`src/rtl/mod_sub_sched_pkg.sv`:
```
// Shared definitions for the ModSub scheduler.
// Holds the default configuration and the canonical tag / result-entry layouts
// for that configuration. Modules parameterised away from the defaults build
// their own equivalently shaped types from their parameters.
package mod_sub_sched_pkg;

    localparam int K_DEF     = 54;
    localparam int NREQ_DEF  = 4;
    localparam int DEPTH_DEF = 4;
    localparam int ID_W      = $clog2(NREQ_DEF);

    // One stage of the tag pipe that shadows the ModSub datapath.
    typedef struct packed {
        logic            valid;
        logic [ID_W-1:0] id;
    } tag_t;

    // One result FIFO entry: requester ID plus (a - b) mod q.
    typedef struct packed {
        logic [ID_W-1:0]  id;
        logic [K_DEF-1:0] data;
    } res_entry_t;

endpackage

```
`src/rtl/mod_sub.sv`:
```
// ModSub: 2-cycle modular subtractor, out = (a - b) mod q.
// No stall and no reset: a result appears exactly two cycles after its
// operands, so whoever drives it has to track validity separately.
// Ports:
//   clk    clock
//   q      modulus (held stable while operations are in flight)
//   a, b   operands, both expected to be < q
//   out    (a - b) mod q, two cycles after a/b were presented
module mod_sub #(
    parameter int K = 54
) (
    input  logic         clk,
    input  logic [K-1:0] q,
    input  logic [K-1:0] a,
    input  logic [K-1:0] b,
    output logic [K-1:0] out
);

    // Extra MSB holds the borrow of a - b.
    logic [K:0]   diff_reg;
    logic [K-1:0] out_reg;

    always_ff @(posedge clk) begin
        diff_reg <= {1'b0, a} - {1'b0, b};
        // On borrow the low K bits equal a - b + 2^K; adding q modulo 2^K
        // yields a - b + q, which is the wanted residue.
        out_reg  <= diff_reg[K] ? (diff_reg[K-1:0] + q) : diff_reg[K-1:0];
    end

    assign out = out_reg;

endmodule

```
`src/rtl/mod_sub_result_fifo.sv`:
```
// Result FIFO for the ModSub scheduler.
// Small first-word-fall-through queue: the head entry is visible on rdata
// whenever empty is low. Registered count and pointers, async reset.
// Ports:
//   clk, rst      clock, asynchronous active-high reset
//   push, wdata   write one entry (caller guarantees space)
//   pop           remove head entry (ignored while empty)
//   rdata         head entry
//   full, empty   occupancy flags
//   count         number of stored entries
module mod_sub_result_fifo #(
    parameter int DEPTH = 4,
    parameter int W     = 8,
    parameter int CW    = $clog2(DEPTH + 1)
) (
    input  logic          clk,
    input  logic          rst,
    input  logic          push,
    input  logic [W-1:0]  wdata,
    input  logic          pop,
    output logic [W-1:0]  rdata,
    output logic          full,
    output logic          empty,
    output logic [CW-1:0] count
);

    localparam int PW = (DEPTH > 1) ? $clog2(DEPTH) : 1;

    logic [W-1:0]  mem [DEPTH];
    logic [PW-1:0] wr_ptr_reg;
    logic [PW-1:0] rd_ptr_reg;
    logic [CW-1:0] count_reg;
    logic          pop_eff;

    assign empty   = (count_reg == '0);
    assign full    = (count_reg == CW'(DEPTH));
    assign count   = count_reg;
    assign pop_eff = pop & ~empty;
    assign rdata   = mem[rd_ptr_reg];

    // Storage carries no reset; validity is tracked by count and pointers.
    always_ff @(posedge clk) begin
        if (push) begin
            mem[wr_ptr_reg] <= wdata;
        end
    end

    always_ff @(posedge clk or posedge rst) begin
        if (rst) begin
            wr_ptr_reg <= '0;
            rd_ptr_reg <= '0;
            count_reg  <= '0;
        end else begin
            if (push) begin
                wr_ptr_reg <= (wr_ptr_reg == PW'(DEPTH - 1)) ? '0 : wr_ptr_reg + 1'b1;
            end
            if (pop_eff) begin
                rd_ptr_reg <= (rd_ptr_reg == PW'(DEPTH - 1)) ? '0 : rd_ptr_reg + 1'b1;
            end
            case ({push, pop_eff})
                2'b10:   count_reg <= count_reg + 1'b1;
                2'b01:   count_reg <= count_reg - 1'b1;
                default: count_reg <= count_reg;
            endcase
        end
    end

    // The issuing side reserves a slot before it starts an operation, so a
    // push into a full queue means the credit accounting is broken.
    assert property (@(posedge clk) disable iff (rst) (push |-> !full));

endmodule

```
`src/rtl/mod_sub_scheduler.sv`:
```
// Round-robin scheduler sharing one ModSub between NREQ requesters.
// A request is granted only when a result slot is guaranteed (credits =
// queued results + operations still inside ModSub), because ModSub cannot
// stall. Each issued operation carries its requester ID through a 2-stage
// tag pipe aligned with ModSub, and lands in the result FIFO together with
// the difference.
// Ports:
//   clk, rst    clock, asynchronous active-high reset
//   q           modulus
//   req_valid   per-requester operation valid
//   req_a/req_b packed operands, slice i belongs to requester i
//   req_ready   one-hot grant (handshake = req_valid[i] & req_ready[i])
//   res_valid   result available at FIFO head
//   res_ready   consumer accepts head
//   res_id      requester of head result (0 when res_valid is low)
//   res_data    (a - b) mod q of head (0 when res_valid is low)
//   idle        nothing in flight and nothing queued
module mod_sub_scheduler
    import mod_sub_sched_pkg::*;
#(
    parameter int K     = K_DEF,
    parameter int NREQ  = NREQ_DEF,
    parameter int DEPTH = DEPTH_DEF
) (
    input  logic                    clk,
    input  logic                    rst,
    input  logic [K-1:0]            q,
    input  logic [NREQ-1:0]         req_valid,
    input  logic [NREQ*K-1:0]       req_a,
    input  logic [NREQ*K-1:0]       req_b,
    output logic [NREQ-1:0]         req_ready,
    output logic                    res_valid,
    input  logic                    res_ready,
    output logic [$clog2(NREQ)-1:0] res_id,
    output logic [K-1:0]            res_data,
    output logic                    idle
);

    localparam int IDW = $clog2(NREQ);
    localparam int CW  = $clog2(DEPTH + 1);

    typedef struct packed {
        logic           valid;
        logic [IDW-1:0] id;
    } sched_tag_t;

    typedef struct packed {
        logic [IDW-1:0] id;
        logic [K-1:0]   data;
    } sched_entry_t;

    // Reset asserts asynchronously everywhere but is released only after
    // two clean clock edges, so every flop leaves reset on the same edge.
    logic [1:0] rst_pipe_reg;
    logic       rst_int;

    always_ff @(posedge clk or posedge rst) begin
        if (rst) begin
            rst_pipe_reg <= 2'b11;
        end else begin
            rst_pipe_reg <= {rst_pipe_reg[0], 1'b0};
        end
    end

    assign rst_int = rst_pipe_reg[1];

    // Unpack the per-requester operand slices.
    logic [K-1:0] a_arr [NREQ];
    logic [K-1:0] b_arr [NREQ];

    genvar gi;
    generate
        for (gi = 0; gi < NREQ; gi++) begin : g_unpack
            assign a_arr[gi] = req_a[gi*K +: K];
            assign b_arr[gi] = req_b[gi*K +: K];
        end
    endgenerate

    logic [IDW-1:0] rr_ptr_reg;
    sched_tag_t     tag1_reg;
    sched_tag_t     tag2_reg;
    logic [1:0]     inflight;
    logic [CW-1:0]  fifo_count;
    logic           can_issue;
    logic           gnt_any;
    logic [IDW-1:0] gnt_id;
    logic [IDW-1:0] cand;

    assign inflight = {1'b0, tag1_reg.valid} + {1'b0, tag2_reg.valid};

    // Uses the registered FIFO count: a pop in this cycle only frees its
    // slot from the next cycle on, which keeps this path short.
    assign can_issue = (int'(fifo_count) + int'(inflight)) < DEPTH;

    // Round-robin search starting at rr_ptr; first valid requester wins.
    always_comb begin
        gnt_any = 1'b0;
        gnt_id  = '0;
        cand    = '0;
        if (can_issue && !rst_int) begin
            for (int k = 0; k < NREQ; k++) begin
                cand = IDW'((int'(rr_ptr_reg) + k) % NREQ);
                if (!gnt_any && req_valid[cand]) begin
                    gnt_any = 1'b1;
                    gnt_id  = cand;
                end
            end
        end
    end

    assign req_ready = gnt_any ? (NREQ'(1) << gnt_id) : '0;

    always_ff @(posedge clk or posedge rst_int) begin
        if (rst_int) begin
            rr_ptr_reg <= '0;
            tag1_reg   <= '0;
            tag2_reg   <= '0;
        end else begin
            if (gnt_any) begin
                rr_ptr_reg <= (gnt_id == IDW'(NREQ - 1)) ? '0 : gnt_id + 1'b1;
            end
            tag1_reg.valid <= gnt_any;
            tag1_reg.id    <= gnt_id;
            tag2_reg       <= tag1_reg;
        end
    end

    // Granted operands feed ModSub directly; with no grant the slice of
    // requester 0 is presented but its result is dropped (no tag).
    logic [K-1:0] ms_out;

    mod_sub #(
        .K (K)
    ) u_mod_sub (
        .clk (clk),
        .q   (q),
        .a   (a_arr[gnt_id]),
        .b   (b_arr[gnt_id]),
        .out (ms_out)
    );

    sched_entry_t wr_entry;
    sched_entry_t head_entry;
    logic         fifo_full;
    logic         fifo_empty;

    assign wr_entry.id   = tag2_reg.id;
    assign wr_entry.data = ms_out;

    mod_sub_result_fifo #(
        .DEPTH (DEPTH),
        .W     ($bits(sched_entry_t)),
        .CW    (CW)
    ) u_fifo (
        .clk   (clk),
        .rst   (rst_int),
        .push  (tag2_reg.valid),
        .wdata (wr_entry),
        .pop   (res_valid & res_ready),
        .rdata (head_entry),
        .full  (fifo_full),
        .empty (fifo_empty),
        .count (fifo_count)
    );

    assign res_valid = ~fifo_empty;
    assign res_id    = res_valid ? head_entry.id   : '0;
    assign res_data  = res_valid ? head_entry.data : '0;
    assign idle      = (inflight == 2'd0) && (fifo_count == '0);

endmodule

```
`config.mk`:
```
export PLATFORM = sky130hd
export DESIGN_NAME = mod_sub_scheduler
export DESIGN_NICKNAME = d
export VERILOG_FILES = /design/src/rtl/mod_sub_sched_pkg.sv /design/src/rtl/mod_sub.sv /design/src/rtl/mod_sub_result_fifo.sv /design/src/rtl/mod_sub_scheduler.sv
export SDC_FILE = /design/constraint.sdc
export NUM_CORES = 1
export LEC_CHECK = 0
export BUFFER_PORTS_ARGS = -buffer_cell sky130_fd_sc_hd__clkbuf_2
export CORE_ASPECT_RATIO = 0.9
export CORE_MARGIN = 2
export CORE_UTILIZATION = 40
export CTS_CLUSTER_SIZE = 8
export DETAILED_ROUTE_END_ITERATION = 8
export GPL_TIMING_DRIVEN = 0
export MAX_ROUTING_LAYER = met4
export PLACE_DENSITY = 0.64
export SYNTH_ARGS = -nofsm -noshare
export SYNTH_HDL_FRONTEND = slang
export SYNTH_SLANG_ARGS = --single-unit
export TNS_END_PERCENT = 30
```
`constraint.sdc`:
```
create_clock -name clk -period 3.55 [get_ports clk]
set_input_delay 0.355 -clock clk [delete_from_list [all_inputs] [get_ports clk]]
set_output_delay 0.355 -clock clk [all_outputs]
set_load 0.05 [all_outputs]
```
Word level (Yosys, flattened, before mapping)
Memory sizes are Yosys's and may differ from the RTL's.
Cells that the tools add are included.
{"block": "totals", "latch_bits": 0, "ramBits": 224, "output_inout_bits": 62, "n_memories": 1, "reg_bits": 126, "wordCells": 89, "in_bits": 493, "romBits": 0}
{"memory": "u_fifo.mem", "depth": 4, "word_bits": 56, "rd": 1, "rd_ports_with_merged_regs": 0, "write_ports": 1, "line_no": "mod_sub_result_fifo.sv:29", "source": "logic [W-1:0] mem [DEPTH];"}
{"block": "classes", "mul": 0, "bitwise": 4, "div": 0, "n_shift": 1, "magnitude_cmp": 6, "mux": 37, "add_sub_neg": 12, "n_eq_ne": 5, "n_reduce_logical": 12}
{"cell": "54-bit 2-to-1 mux", "n": 6}
{"cell": "54-bit binary-select mux with 2-bit select", "n": 2}
{"cell": "54-bit by 54-bit subtractor with 55-bit output", "n": 1}
{"cell": "54-bit adder", "n": 1}
{"cell": "2-bit 2-to-1 mux", "n": 9}
{"cell": "1-bit 2-to-1 mux", "n": 14}
{"cell": "2-bit by 3-bit less-than comparator with 1-bit output, second input constant", "n": 4}
{"cell": "2-bit by 1-bit adder with 2-bit output, second input constant", "n": 4}
{"cell": "1-bit binary-select mux with 2-bit select", "n": 4}
{"cell": "2-bit equality test, second input constant", "n": 4}
{"cell": "3-bit case mux with 2 select lines", "n": 1}
{"cell": "1-bit logical AND", "n": 5}
{"cell": "2-bit adder, second input constant", "n": 2}
{"cell": "3-bit by 2-bit adder with 4-bit output", "n": 1}
{"cell": "1-bit zero test", "n": 4}
{"cell": "4-bit by 3-bit less-than comparator with 1-bit output, second input constant", "n": 1}
{"cell": "4-bit 2-to-1 mux", "n": 1}
{"cell": "1-bit by 2-bit << shifter with 4-bit output, first input constant", "n": 1}
{"cell": "3-bit by 1-bit adder with 3-bit output, second input constant", "n": 1}
{"cell": "3-bit >= comparator, second input constant", "n": 1}
{"cell": "3-bit zero test", "n": 1}
{"cell": "2-bit NOT with 3-bit output", "n": 1}
{"cell": "3-bit by 1-bit subtractor with 3-bit output, second input constant", "n": 1}
{"cell": "1-bit by 1-bit adder with 2-bit output", "n": 1}
{"cell": "other kinds (5)", "n": 6}

Logic depth before layout (Yosys ltp)
Gate-level depths: netlist (run 1).
{"block": "depth", "ltp_word": 22, "depth_mapped": 23, "ltp_nobuf": 21}

Modules after synthesis
Synthesis (run 1) repeated with hierarchy kept, for this count alone.
{"block": "unflattened", "hier_cells": 2201, "area_unflattened_um2": 22257.6}
{"mod": "mod_sub", "cells_per_inst": 1086, "area_per_inst_um2": 8982.4, "seq_area_each_um2": 2182.1, "n_inst": 1}
{"mod": "mod_sub_result_fifo", "cells_per_inst": 334, "area_per_inst_um2": 8538.2, "seq_area_each_um2": 6901.6, "n_inst": 1}
{"mod": "mod_sub_scheduler", "cells_per_inst": 781, "area_per_inst_um2": 4737.0, "seq_area_each_um2": 252.7, "n_inst": 1}

Worst setup path after synthesis (run 1)
OpenSTA, ideal clock, no wires.
{"block": "synth_timing", "path_type": "flip-flop to flip-flop", "start": "register tag2_reg[2] (netlist bit)", "end": "register u_mod_sub.diff_reg[44]", "path_buffers": 3, "stages_incl_launch_ff": 23, "setup_ns": 0.127, "t_required_ns": 3.423, "slack_ns": -1.328, "period_less_slack_ns": 4.878, "arrival_ns": 4.752, "path_cell_list": "dfrtp_1 ha_1 ha_1 and3_1 nor4_1 a21boi_1 nor4b_1 buf_2 inv_1 clkbuf_1 clkbuf_1 a31oi_1 ha_1 fa_1 nor2b_1 o31a_1 o31ai_1 a21oi_1 nor2b_1 o21ai_1 a31oi_1 o21ai_0 xor2_1"}
{"block": "synth_via", "elab_chain_cells": 10, "word_cells_on_any_way": 13, "cone_classes": "add/sub: 3; order compare: 1; mux: 7; bitwise: 1; reduce/logical: 1"}
{"element": "start, declared", "line_no": "mod_sub_scheduler.sv:81", "source": "sched_tag_t tag2_reg;"}
{"element": "start signal, assigned", "line_no": "mod_sub_scheduler.sv:124", "source": "tag2_reg <= tag1_reg;"}
{"element": "1-bit by 1-bit adder with 2-bit output (*)", "line_no": "mod_sub_scheduler.sv:89", "source": "assign inflight = {1'b0, tag1_reg.valid} + {1'b0, tag2_reg.valid};"}
{"element": "3-bit by 2-bit adder with 4-bit output (*)", "line_no": "mod_sub_scheduler.sv:93", "source": "assign can_issue = (int'(fifo_count) + int'(inflight)) < DEPTH;"}
{"element": "4-bit by 3-bit less-than comparator with 1-bit output (*)", "line_no": "mod_sub_scheduler.sv:93"}
{"element": "1-bit logical AND (*)", "line_no": "mod_sub_scheduler.sv:100", "source": "if (can_issue && !rst_int) begin"}
{"element": "2-bit 2-to-1 mux (*)", "line_no": "mod_sub_scheduler.sv:100"}
{"element": "2-bit NOT with 3-bit output (implied by the code) (*)", "line_no": "mod_sub_scheduler.sv:137, mod_sub_scheduler.sv:138"}
{"element": "54-bit binary-select mux with 2-bit select, on equally long branches", "line_no": "mod_sub_scheduler.sv:137, mod_sub_scheduler.sv:138"}
{"element": "54-bit 2-to-1 mux, on equally long branches (2 in series)", "line_no": "mod_sub_scheduler.sv:137, mod_sub_scheduler.sv:138"}
{"element": "54-bit by 54-bit subtractor with 55-bit output (*)", "line_no": "mod_sub.sv:24", "source": "diff_reg <= {1'b0, a} - {1'b0, b};"}
{"element": "end signal, assigned", "line_no": "mod_sub.sv:24"}
{"element": "end, declared", "line_no": "mod_sub.sv:20", "source": "logic [K:0] diff_reg;"}
Mark *: on every way between the ends. The rest lies on a longest branch, timed or not. The select of a mux whose other input is x is not followed.
A chain may end at the register's enable or synchronous reset.

Final worst setup path (run 1)
{"block": "layout_timing", "start": "register tag1_reg[2] (netlist bit)", "end": "register u_mod_sub.diff_reg[43]"}
{"block": "layout_via", "elab_chain_cells": 10, "word_cells_on_any_way": 13, "cone_classes": "add/sub: 3; order compare: 1; mux: 7; bitwise: 1; reduce/logical: 1"}
{"element": "start, declared", "line_no": "mod_sub_scheduler.sv:80", "source": "sched_tag_t tag1_reg;"}
{"element": "1-bit by 1-bit adder with 2-bit output (*)", "line_no": "mod_sub_scheduler.sv:89"}
{"element": "3-bit by 2-bit adder with 4-bit output (*)", "line_no": "mod_sub_scheduler.sv:93"}
{"element": "4-bit by 3-bit less-than comparator with 1-bit output (*)", "line_no": "mod_sub_scheduler.sv:93"}
{"element": "1-bit logical AND (*)", "line_no": "mod_sub_scheduler.sv:100"}
{"element": "2-bit 2-to-1 mux (*)", "line_no": "mod_sub_scheduler.sv:100"}
{"element": "2-bit NOT with 3-bit output (implied by the code) (*)", "line_no": "mod_sub_scheduler.sv:137, mod_sub_scheduler.sv:138"}
{"element": "54-bit binary-select mux with 2-bit select, on equally long branches", "line_no": "mod_sub_scheduler.sv:137, mod_sub_scheduler.sv:138"}
{"element": "54-bit 2-to-1 mux, on equally long branches (2 in series)", "line_no": "mod_sub_scheduler.sv:137, mod_sub_scheduler.sv:138"}
{"element": "54-bit by 54-bit subtractor with 55-bit output (*)", "line_no": "mod_sub.sv:24"}
Marks and branches as above.

==> summary.txt, run 1 <==
Cells and area
  • Post-layout util: a little over half
  • Commonest non-fill, non-tap cell in the layout: nand2_1
  • Multi-input gate area: roughly 0.013 sq mm
  • Area Overhead vs Synth: 32.4%
  • Final Net Count: 3627
  • Most frequent cells in the layout: nand2_1 (581), clkbuf_2 (576), edfxtp_1 (224), dfxtp_1 (109), a21oi_1 (103)
  • # fillers: around 5000
  • Largest register FFs: about 220
  • Layout cells sized above 1: 33.7%
  • Register area: 0.00934 sq mm

Min path
  • Worst min path class: in -> reg
  • Hold path startpoint: res_ready

Logic synthesis
  • Post-synth EDFFs: between 200 and 250
  • Yosys warning total: 0
  • Most area-consuming cells after synthesis: edfxtp_1 (31%), nand2_1 (10%), dfxtp_1 (10%)
  • Cells after Synth: roughly 2300
  • Synth area leader: edfxtp_1
  • Synth async-reset ratio: 4.86%
  • Synth Area per Inst: 9.29 sq um
  • Yosys reg bits: 350
  • Synth cell types: 74
  • Syn nets: 2960
  • Synth Flop Type: edfxtp_1
  • Sequential fraction of the synthesis area: 42.9%
  • Synth top area share: 30.9%
  • Post-synthesis cell area: approximately 0.022 sq mm

Timing
  • Worst slew pin tran: 0.913 ns
  • Rel. slew slack: about two fifths
  • RSZ-0062 raised after global routing: true
  • Final Cycle Share: 140%
  • Final Hold Vio Count: 0
  • Final WS setup: -1.41 ns
  • Setup TNS: -58.82 ns
  • # setup viols final: between 70 and 80
  • Min cycle time layout: 4.96 ns
  • Final hold slack: between 0.2 and 0.25 ns
  • Peak Freq: roughly 200 MHz
  • Setup Skew: 0.0277 ns
  • Final slew viol count: 0

GRT
  • Total congestion overflow: 0
  • Initial antenna violation count: 20
  • First-pass GRT wire length: about 130 mm
  • Vias in the first global route: 20800
  • Largest net degree at the start of global routing: 57
  • GRT Overall Usage: 31.6%

Route
  • DR iter-0 viols: between 1000 and 1500
  • Via count: 21100
  • Drt pass-1 iters: 5
  • Antenna viol nets, final: 0
  • Wirelength per Cell: 23.6 um
  • Vias per inst: 5.59
  • Residual DRC count: 0
  • WL final: 88.9 mm

Floorplan
  • Rows: between 80 and 90
  • Starting density of the core: 40.2%
  • Die Y: approximately 230 um
  • Io pins: about 560
  • Core area: about 0.054 sq mm
  • Full die area: 0.0563 sq mm
  • Chip Width: 250 um

Outcome
  • Outcome: complete, but fails checks
  • Failing checks: setup timing

Clock tree
  • Clk slew on worst S/H paths: 0.05 ns
  • Max H-tree Level: 2
  • Clock Latency Late Sink: approximately 0.57 ns
  • CTS Sinks: 350
  • CTS tree: built
  • CTS Buffer Depth: 3
  • Root Buffer: clkbuf_16
  • CTS Buf Count: between 40 and 50

Worst setup path
  • Critical path type: reg -> reg
  • Crit. End Element: flop
  • CP Launch Type: flop
  • Crit path DAT: 5.38 ns
  • Worst r2r src: tag1_reg[2]
  • Critical Path RT: 3.96 ns
  • CP max stage delay: 0.43 ns
  • Critical Path Fanout Max: 6
  • Crit path from: tag1_reg[2]
  • Slowest CP cell: dfrtp_1
  • CP Cell Sequence: ha_2 -> ha_4 -> and3_4 -> nor4_4 -> buf_4 -> a21boi_4 -> nor4b_4 -> buf_6 -> inv_4 -> clkbuf_16 -> buf_8 -> buf_6 -> a31oi_1 -> ha_1 -> o21a_1 -> o31a_1 -> o311a_1 -> a21o_1 -> a21o_1 -> a31oi_4 -> o21ai_4 -> o311a_1

Power
  • Switch share: 46.7%
  • Int Power: 16.2 mW
  • Logic pwr share: about 63%
  • Maximum vdd drop: 0.454 mV
  • Sw power: 14.1 mW
  • Leak: 12.6 nW
  • Seq pwr share: 22.7%
  • Pwr/cell area: around 1100 mW/mm^2
  • Clk network pwr share: 14.0%

Placed design
  • PortBufs: 554
  • Placer Congestion: 0.987
  • HPWL after DPL: 71.1 mm

Run
  • Maxcap violations: 0
## timing repair
item / 4_1_cts / 5_1_grt
resized for setup: 204 / 115
hold buffers: 1 / 0
buffers inserted: 44 / 34
cloned: 1 / 0
endpoints found under the hold margin: 2 / 0
pin swaps: 62 / 51
endpoints found under the setup margin: 81 / 77
## cell families (layout without fill, tap and decap cells)
logic type	count (synthesis)	in the layout	synth area share [%]
buf+inv	179	883	3.16
other cells	1	18	0.0172
mux	103	103	8.22
xor+xnor	92	92	3.70
fa+ha+maj	123	123	7.17
compound gates	517	517	14.8
flops	350	350	42.9
simple gates	979	979	20.1
## power groups by stage
stage | logic, mW | clock network, mW | registers [mW]
after detailed placement | 16.5 | 0 | 6.93
after CTS | 18.1 | 4.32 | 6.87
after global routing | 20.6 | 4.50 | 7.00
after floorplan | 12.0 | 0 | 6.52
final | 19.2 | 4.25 | 6.89
after global placement | 16.5 | 0 | 6.87
## synth_stat cells (all sizes together), types with 7 or more instances
master and instances:
nand2 584, clkbuf 113, a21o 42, a31oi 72, xnor2 57, inv 44
mux4 56, nand4 28, ha 120, mux2 43, nand3 79, dfrtp 15
xor2 35, o21bai 25, nor4 7, and2 74, nor2b 13, edfxtp 224
o211ai 10, nor2 81, o21a 13, a211oi 11, nor3 17, o31a 7
nand2b 12, a21oi 135, dfxtp 109, o21ai 141, buf 22, and3 65
## layer usage
layer | vias up | global-route usage [%] | wire length, um
li1 | 9839 | - | -
met1 | 10200 | 39.9 | 37900
met2 | 857 | 52.8 | 43200
met3 | 141 | 3.29 | 4550
met4 | 0 | 11.6 | 3310
met5 | - | - | 0
## final cells by class
cell class                 count  share of cell area (%)
antenna                       17                   0.147
buffer                       118                    2.67
clock buffer                  86                    4.73
clock inverter                 2                   0.139
inverter                      44                   0.590
multi-input combinational   1815                    44.2
sequential                   350                    32.4
tap                          705                    3.06
timing repair buffer         633                    12.1
## path summary, 6_finish.rpt
| kind | endpoint | slack [ns] | cells past startpoint |
|---|---|---|---|
| hold / removal | u_fifo.rd_ptr_reg[0] | 0.21 | 3 |
| setup / recovery | u_mod_sub.diff_reg[43] | -1.41 | 22 |
| max in group asynchronous | tag2_reg[2] | 2.70 | 1 |
| setup reg to reg | u_mod_sub.diff_reg[43] | -1.41 | 22 |
| hold reg to reg | rst_pipe_reg[1] | 0.36 | 0 |
| min in group asynchronous | u_fifo.wr_ptr_reg[1] | 0.37 | 1 |
## critical path: cells and delay by family (launching register included)
kind,cells,cell delay [ns]
AND/OR/NAND/NOR,3,0.60
AO/OA/AOI/OAI,10,2.22
flip-flops,1,0.43
adder cells (fa/ha/maj),3,0.73
buffers and inverters,6,0.83
## stage by stage
stage	power, mW	cell area [sq um]	std cells	setup WS [ns]
2_1_floorplan	18.5	22000	2344	-0.866
3_3_place_gp	23.4	25600	3603	-2.71
3_5_place_dp	23.5	25600	3603	-2.79
4_1_cts	29.2	28100	3721	-1.34
5_1_grt	32.1	28800	3769	-1.53
6_report	30.3	28800	3770	-1.41
Note: power is estimated with default switching activity, not from simulation.
==> run 2, diff against run 1 <==
SETUP_SLACK_MARGIN = 0.4   (was default)
clock period = 5.5 ns   (was 3.55 ns; I/O delays follow)
==> run 2 against run 1 <==
Utilization fell by 1.2 points. Fmax down 0.73%. Critical path depth is 2 lower. Sequential power shrank 35%. Sequential cell count unchanged. Clock-buffer cell count down 1. The run now ends clean.
==> summary.txt, run 2 (synthesized netlist as in run 1, its figures left out) <==
Timing
  • Min cycle time layout: ~5 ns
  • Final Hold Vio Count: 0
  • RSZ-0062 raised after global routing: false
  • Rel. slew slack: 38.6%
  • Final WS setup: 0.499 ns
  • Final Cycle Share: about 90%
  • Worst slew pin tran: 0.922 ns
  • # setup viols final: 0
  • Final hold slack: between 0.04 and 0.05 ns
  • Final slew viol count: 0
  • Setup Skew: between 0.03 and 0.04 ns
  • Peak Freq: 200 MHz

Run
  • Maxcap violations: 0

Clock tree
  • CTS Sinks: 350
  • CTS tree: built
  • Post-CTS Hold Buffers: 0
  • Root Buffer: clkbuf_16
  • CTS Buf Count: 50
  • Clock Latency Late Sink: 0.57 ns
  • Clk slew on worst S/H paths: 0.05 ns
  • Max H-tree Level: 2
  • CTS Buffer Depth: 3

Outcome
  • Outcome: finished clean

GRT
  • GRT Overall Usage: 31.1%
  • First-pass GRT wire length: 127 mm
  • Initial antenna violation count: 23
  • Total congestion overflow: 0
  • Vias in the first global route: 20600
  • Largest net degree at the start of global routing: 57

Worst setup path
  • Critical Path RT: 5.92 ns
  • CP Cell Sequence: ha_2 -> ha_1 -> and3_4 -> nor4_4 -> buf_4 -> a21boi_4 -> nor4b_4 -> buf_6 -> buf_6 -> nand3_1 -> and2_1 -> ha_1 -> nor2b_1 -> o31a_1 -> o311a_1 -> a21o_1 -> a21o_1 -> a31oi_4 -> o21ai_2 -> o311a_1
  • Critical path buffers and inverters: 3
  • Reg2Reg Depth: 20
  • Largest delay share family, worst path: compound AO/OA/AOI/OAI gates
  • Critical Path Fanout Max: 10
  • Critical path type: reg -> reg
  • Crit path DAT: 5.42 ns
  • CP Launch Type: flop
  • CP max stage delay: 0.43 ns
  • Critical path depth: 20
  • Crit. End Element: flop
  • Slowest CP cell: dfrtp_1

Placed design
  • PortBufs: approximately 550
  • HPWL after DPL: between 70 and 80 mm
  • Placer Congestion: 1.04
  • Placed cell area: approximately 0.025 sq mm
  • Worst slack, placed: -2.47 ns

Power
  • Logic pwr share: 61.8%
  • Sw power: 8.92 mW
  • Maximum vdd drop: 0.291 mV
  • Switch share: 47.1%
  • Tot Pwr: 18.9 mW
  • Pwr/cell area: 672 mW/mm^2
  • Clk network pwr share: 14.7%
  • Leak: about 12 nW
  • Int Power: between 10 and 15 mW
  • Seq pwr share: 23.5%

Cells and area
  • Commonest non-fill, non-tap cell in the layout: clkbuf_2
  • # fillers: about 5000
  • Largest register FFs: approximately 220
  • Area Overhead vs Synth: 29.5%
  • Most frequent cells in the layout: clkbuf_2 (594), nand2_1 (584), edfxtp_1 (224), a21oi_1 (116), o21ai_0 (115)
  • Layout cells sized above 1: 31.0%
  • Multi-input gate area: approximately 0.012 sq mm
  • Register area: 0.00934 sq mm
  • Final Net Count: 3601
  • Final Cell Area: between 0.02 and 0.03 sq mm

Route
  • Drt pass-1 iters: 8
  • DR WL met3: ~4.9 mm
  • M1 WL: 37.2 mm
  • WL final: between 80 and 90 mm
  • DR iter-0 viols: 1574
  • Routed length on met2: between 40 and 50 mm
  • Vias per inst: ~5.6
  • Wirelength per Cell: 23.7 um
  • Residual DRC count: 0
  • Uppermost routed layer: met4
  • Antenna viol nets, final: 0
  • Via count: between 20000 and 25000

Min path
  • Worst min path class: in -> async

Floorplan
  • Io pins: 555
  • Starting density of the core: 40.2%
  • Rows: 81
  • Core area: 0.0541 sq mm
  • Full die area: 0.0563 sq mm
  • Die Y: 225 um
  • Chip Width: 250 um
-- run 2: cell count changes in the layout (fill, tap and decap cells not counted), sizes merged --
cell           change
buf               -41
diode              +5
clkinv             +2
clkdlybuf4s15      -1
clkbuf            +15
dlygate4sd3        -1
inv                -1
-- run 2: path summary, 6_finish.rpt --
kind                            startpoint                endpoint  slack (ns)
hold reg to reg            rst_pipe_reg[1]         u_fifo.count[1]        0.36
max in group asynchronous  rst_pipe_reg[1]             tag2_reg[2]        4.69
min in group clk           rst_pipe_reg[0]         rst_pipe_reg[1]        0.36
hold / removal                         rst         rst_pipe_reg[1]        0.05
setup / recovery               tag1_reg[2]  u_mod_sub.diff_reg[43]        0.50
setup reg to reg               tag1_reg[2]  u_mod_sub.diff_reg[43]        0.50
-- run 2: metrics by stage --
stage          utilization [%]  setup TNS [ns]  instances
2_1_floorplan                -               0       2344
3_3_place_gp              47.0          -76.66       3603
3_5_place_dp              47.0          -78.68       3603
4_1_cts                   50.7               0       3706
5_1_grt                   52.1               0       3747
6_report                  52.1               0       3748
-- run 2: routing by layer --
metal / vias up / global-route usage (%)
li1: 9808 / -
met1: 10000 / 38.4
met2: 880 / 52.0
met3: 175 / 3.79
met4: 0 / 13.2
met5: - / -
-- run 2: cell type report --
class                           instances  share of cell area, %
Tap cell                              705                   3.13
Sequential cell                       350                   33.1
Multi-Input combinational cell       1815                   44.2
Buffer                                135                   2.86
Timing Repair Buffer                  589                   10.9
Antenna cell                           22                  0.195
Clock buffer                           85                   4.94
Clock inverter                          3                  0.160
Inverter                               44                  0.595
-- run 2: power by group through the flow --
stage | Combinational (mW) | Sequential, mW | Clock, mW
floorplan | 7.57 | 4.21 | 0
global placement | 10.5 | 4.43 | 0
detailed placement | 10.5 | 4.48 | 0
CTS | 11.0 | 4.44 | 2.83
global route | 12.6 | 4.52 | 2.94
finish | 11.7 | 4.45 | 2.79
-- run 2: worst reg2reg max path: stages (launching register included) --
cell and delay, ns:
dfrtp_1 0.43, ha_2 0.19, ha_1 0.26, and3_4 0.19, nor4_4 0.15, buf_4 0.19
a21boi_4 0.19, nor4b_4 0.28, buf_6 0.24, buf_6 0.18, nand3_1 0.14, and2_1 0.19
ha_1 0.27, nor2b_1 0.15, o31a_1 0.29, o311a_1 0.38, a21o_1 0.23, a21o_1 0.22
a31oi_4 0.23, o21ai_2 0.13, o311a_1 0.34
-- run 2: repair_timing --
item                                    CTS  global route
buffers inserted                         14            19
endpoints found under the setup margin   59            30
gates resized for setup                 130           174
pin swaps                                16            36
endpoints found under the hold margin     0             0
gates cloned                              1             1
==> run 3, diff against run 2 <==
ABC_AREA = 1   (was default)
PLACE_DENSITY = 0.63   (was 0.64)
==> run 3 against run 2 <==
Register-to-register slack better by 0.25 ns. Hold slack better by 0.21 ns. Worst setup slack better by 0.25 ns. First-iteration DRC count up 36%. Wire length up 20%. Global-route usage up 0.59 points. Sequential share of layout area down 3.4 points. Via count up 33%. Clock-buffer cell count up 2. Critical path depth up 5. Critical path type unchanged. Cell count up 46%. Utilization down 3.2 points.
==> summary.txt, run 3 <==
Logic synthesis
  • Most area-consuming cells after synthesis: edfxtp_1 (26%), nand2_1 (17%), nand3_1 (11%)
  • Post-synthesis cell area: 0.0261 sq mm
  • Synth top area share: 25.8%
  • Most common cell in the netlist: nand2_1
  • Sequential fraction of the synthesis area: 35.8%
  • Synth async-reset ratio: 4.86%
  • Synth cell types: 44
  • Synth area leader: edfxtp_1
  • Yosys warning total: 0
  • Cells after Synth: 3977
  • Syn nets: 4593
  • Post-synth EDFFs: around 220
  • Synth Area per Inst: between 6 and 7 sq um
  • Yosys reg bits: 350
  • Commonest cells in the netlist: nand2_1 (1161), inv_1 (636), nand3_1 (589), nor2_1 (428), edfxtp_1 (224)
  • Synth Flop Type: edfxtp_1

Floorplan
  • Full die area: 0.0672 sq mm
  • Die Y: 246 um
  • Chip Width: between 200 and 300 um
  • Starting density of the core: 40.5%
  • Rows: 88
  • Io pins: 555
  • Core area: around 0.064 sq mm

Timing
  • Final Hold Vio Count: 0
  • Peak Freq: 210 MHz
  • # setup viols final: 0
  • Min cycle time layout: 4.75 ns
  • Final Cycle Share: 86.4%
  • RSZ-0062 raised after global routing: false
  • Setup TNS: 0 ns
  • Final slew viol count: 0
  • Rel. slew slack: 42.4%
  • Setup Skew: 0.0193 ns
  • Worst slew pin tran: 0.864 ns

Route
  • DR iter-0 viols: 2138
  • Drt pass-1 iters: 8
  • Wirelength per Cell: between 15 and 20 um
  • Vias per inst: just over 5
  • Via count: 27900
  • Antenna viol nets, final: 0
  • WL final: 107 mm
  • Residual DRC count: 0

Worst setup path
  • Largest delay share family, worst path: simple AND/OR/NAND/NOR gates
  • Critical path buffers and inverters: 6
  • Critical path type: reg -> reg
  • Critical Path RT: around 6 ns
  • CP most frequent cell: nand2_1
  • Slowest CP cell: a311oi_2
  • CP Launch Type: flop
  • Critical Path Fanout Max: 10
  • Crit. End Element: flop
  • CP max stage delay: approximately 0.47 ns
  • Crit path DAT: about 5.2 ns

Cells and area
  • Area Overhead vs Synth: 20.6%
  • Most frequent cells in the layout: nand2_1 (1161), inv_1 (631), nand3_1 (589), clkbuf_2 (554), nor2_1 (428)
  • Layout cells sized above 1: 15.8%
  • Commonest non-fill, non-tap cell in the layout: nand2_1
  • Final Net Count: 5202
  • Post-Layout Cell Count: 5482
  • Largest register FFs: 224

Placed design
  • Placed cells: 5389
  • Placer Congestion: about 1
  • PortBufs: ~550
  • HPWL after DPL: 89.2 mm

Clock tree
  • CTS Buf Count: 49
  • CTS tree: built
  • CTS Sinks: 350
  • CTS Buffer Depth: 3
  • Clock Latency Late Sink: 0.56 ns
  • Max H-tree Level: 2
  • Root Buffer: clkbuf_16
  • Clk slew on worst S/H paths: around 0.05 ns

Min path
  • Worst min path class: reg -> async

Outcome
  • Outcome: finished clean

GRT
  • GRT Overall Usage: roughly a third
  • Total congestion overflow: 0
  • Vias in the first global route: 26300
  • Largest net degree at the start of global routing: 57
  • Initial antenna violation count: 4
  • First-pass GRT wire length: 156 mm

Run
  • Maxcap violations: 0
run 3: changes by cell type after synthesis, sizes merged, moves of 33 or more:
| cell | change |
|---|---|
| a21o | -37 |
| a31oi | -70 |
| and2 | -73 |
| and3 | -64 |
| buf | +79 |
| clkbuf | -61 |
| inv | +595 |
| mux2 | -43 |
| mux4 | -56 |
| nand2 | +582 |
| nand3 | +511 |
| nor2 | +350 |
| o21ai | +51 |
| xnor2 | -33 |
run 3: final timing paths:
kind / end / cells past startpoint / from / slack (ns)
setup / recovery: u_mod_sub.diff_reg[54] / 25 / tag2_reg[2] / 0.75
hold / removal: u_fifo.wr_ptr_reg[0] / 1 / rst_pipe_reg[1] / 0.26
setup reg to reg: u_mod_sub.diff_reg[54] / 25 / tag2_reg[2] / 0.75
hold reg to reg: u_fifo.wr_ptr_reg[0] / 1 / rst_pipe_reg[1] / 0.26
max in group asynchronous: rst_pipe_reg[1] / 3 / rst / 4.91
min in group clk: tag2_reg[1] / 0 / tag1_reg[1] / 0.35
run 3: per-stage QoR:
step           hold WS [ns]  util (%)  area (sq um)  setup WS, ns
5_1_grt               0.295      48.9         31400         0.418
2_1_floorplan         0.255         -         26100          1.73
4_1_cts               0.346      48.8         31400         0.435
3_5_place_dp          0.335      46.6         30000         0.444
3_3_place_gp          0.333      46.5         29900         0.421
6_report              0.255      48.9         31400         0.749
run 3: final cells by class:
| cell class | instances | area, sq um |
|---|---|---|
| inverters | 639 | 2410 |
| diodes | 3 | 7.51 |
| clock buffers | 87 | 1400 |
| clock inverters | 2 | 36.3 |
| well taps | 855 | 1070 |
| repair buffers | 558 | 2840 |
| flip-flops and latches | 350 | 9340 |
| multi-input cells | 2835 | 13600 |
| fillers | 6777 | 32900 |
| plain buffers | 153 | 743 |
run 3: cells by family (layout without fill, tap and decap cells):
logic type,Yosys count,after routing,share of synthesized area (%)
compound gates,392,392,7.89
fa+ha+maj,123,123,5.99
xor+xnor,63,63,2.15
other cells,1,4,0.0144
flops,350,350,35.8
buf+inv,792,1439,12.1
simple gates,2256,2256,36.1
run 3: timing repair:
item,CTS,global route
gates resized for setup,0,3
hold endpoints to repair,2,0
endpoints found under the setup margin,0,10
hold buffers,1,0
setup buffers,0,0
run 3: routing by layer:
metal  track usage, %  share of wire (%)  vias up
met5                -                  0        -
met4             14.0                4.8        0
met3             2.55                5.5      180
met2             52.9                 48     1052
met1             39.5                 42    12800
li1                 -                  -    13900
run 3: worst register-to-register path, stage by stage (launching register included):
cell      delay (ns)
dfrtp_1         0.35
clkbuf_1        0.28
inv_1           0.11
ha_1            0.32
a311oi_2        0.47
nand2_4         0.14
inv_4           0.13
buf_4           0.22
buf_2           0.26
nand3_1         0.13
nand3_1         0.15
nand2_1         0.09
ha_1            0.23
fa_1            0.44
inv_1           0.14
nand3_1         0.08
nand2_1         0.20
nand2_1         0.07
nand2_1         0.13
nand3_1         0.08
nand2_1         0.17
nand2_1         0.07
nand2_1         0.10
nand2_1         0.12
nand2_1         0.11
a21oi_1         0.07
Power of run 3 is not shown: default switching activity piles up to over one toggle a cycle in this logic, so the estimate is an artifact.
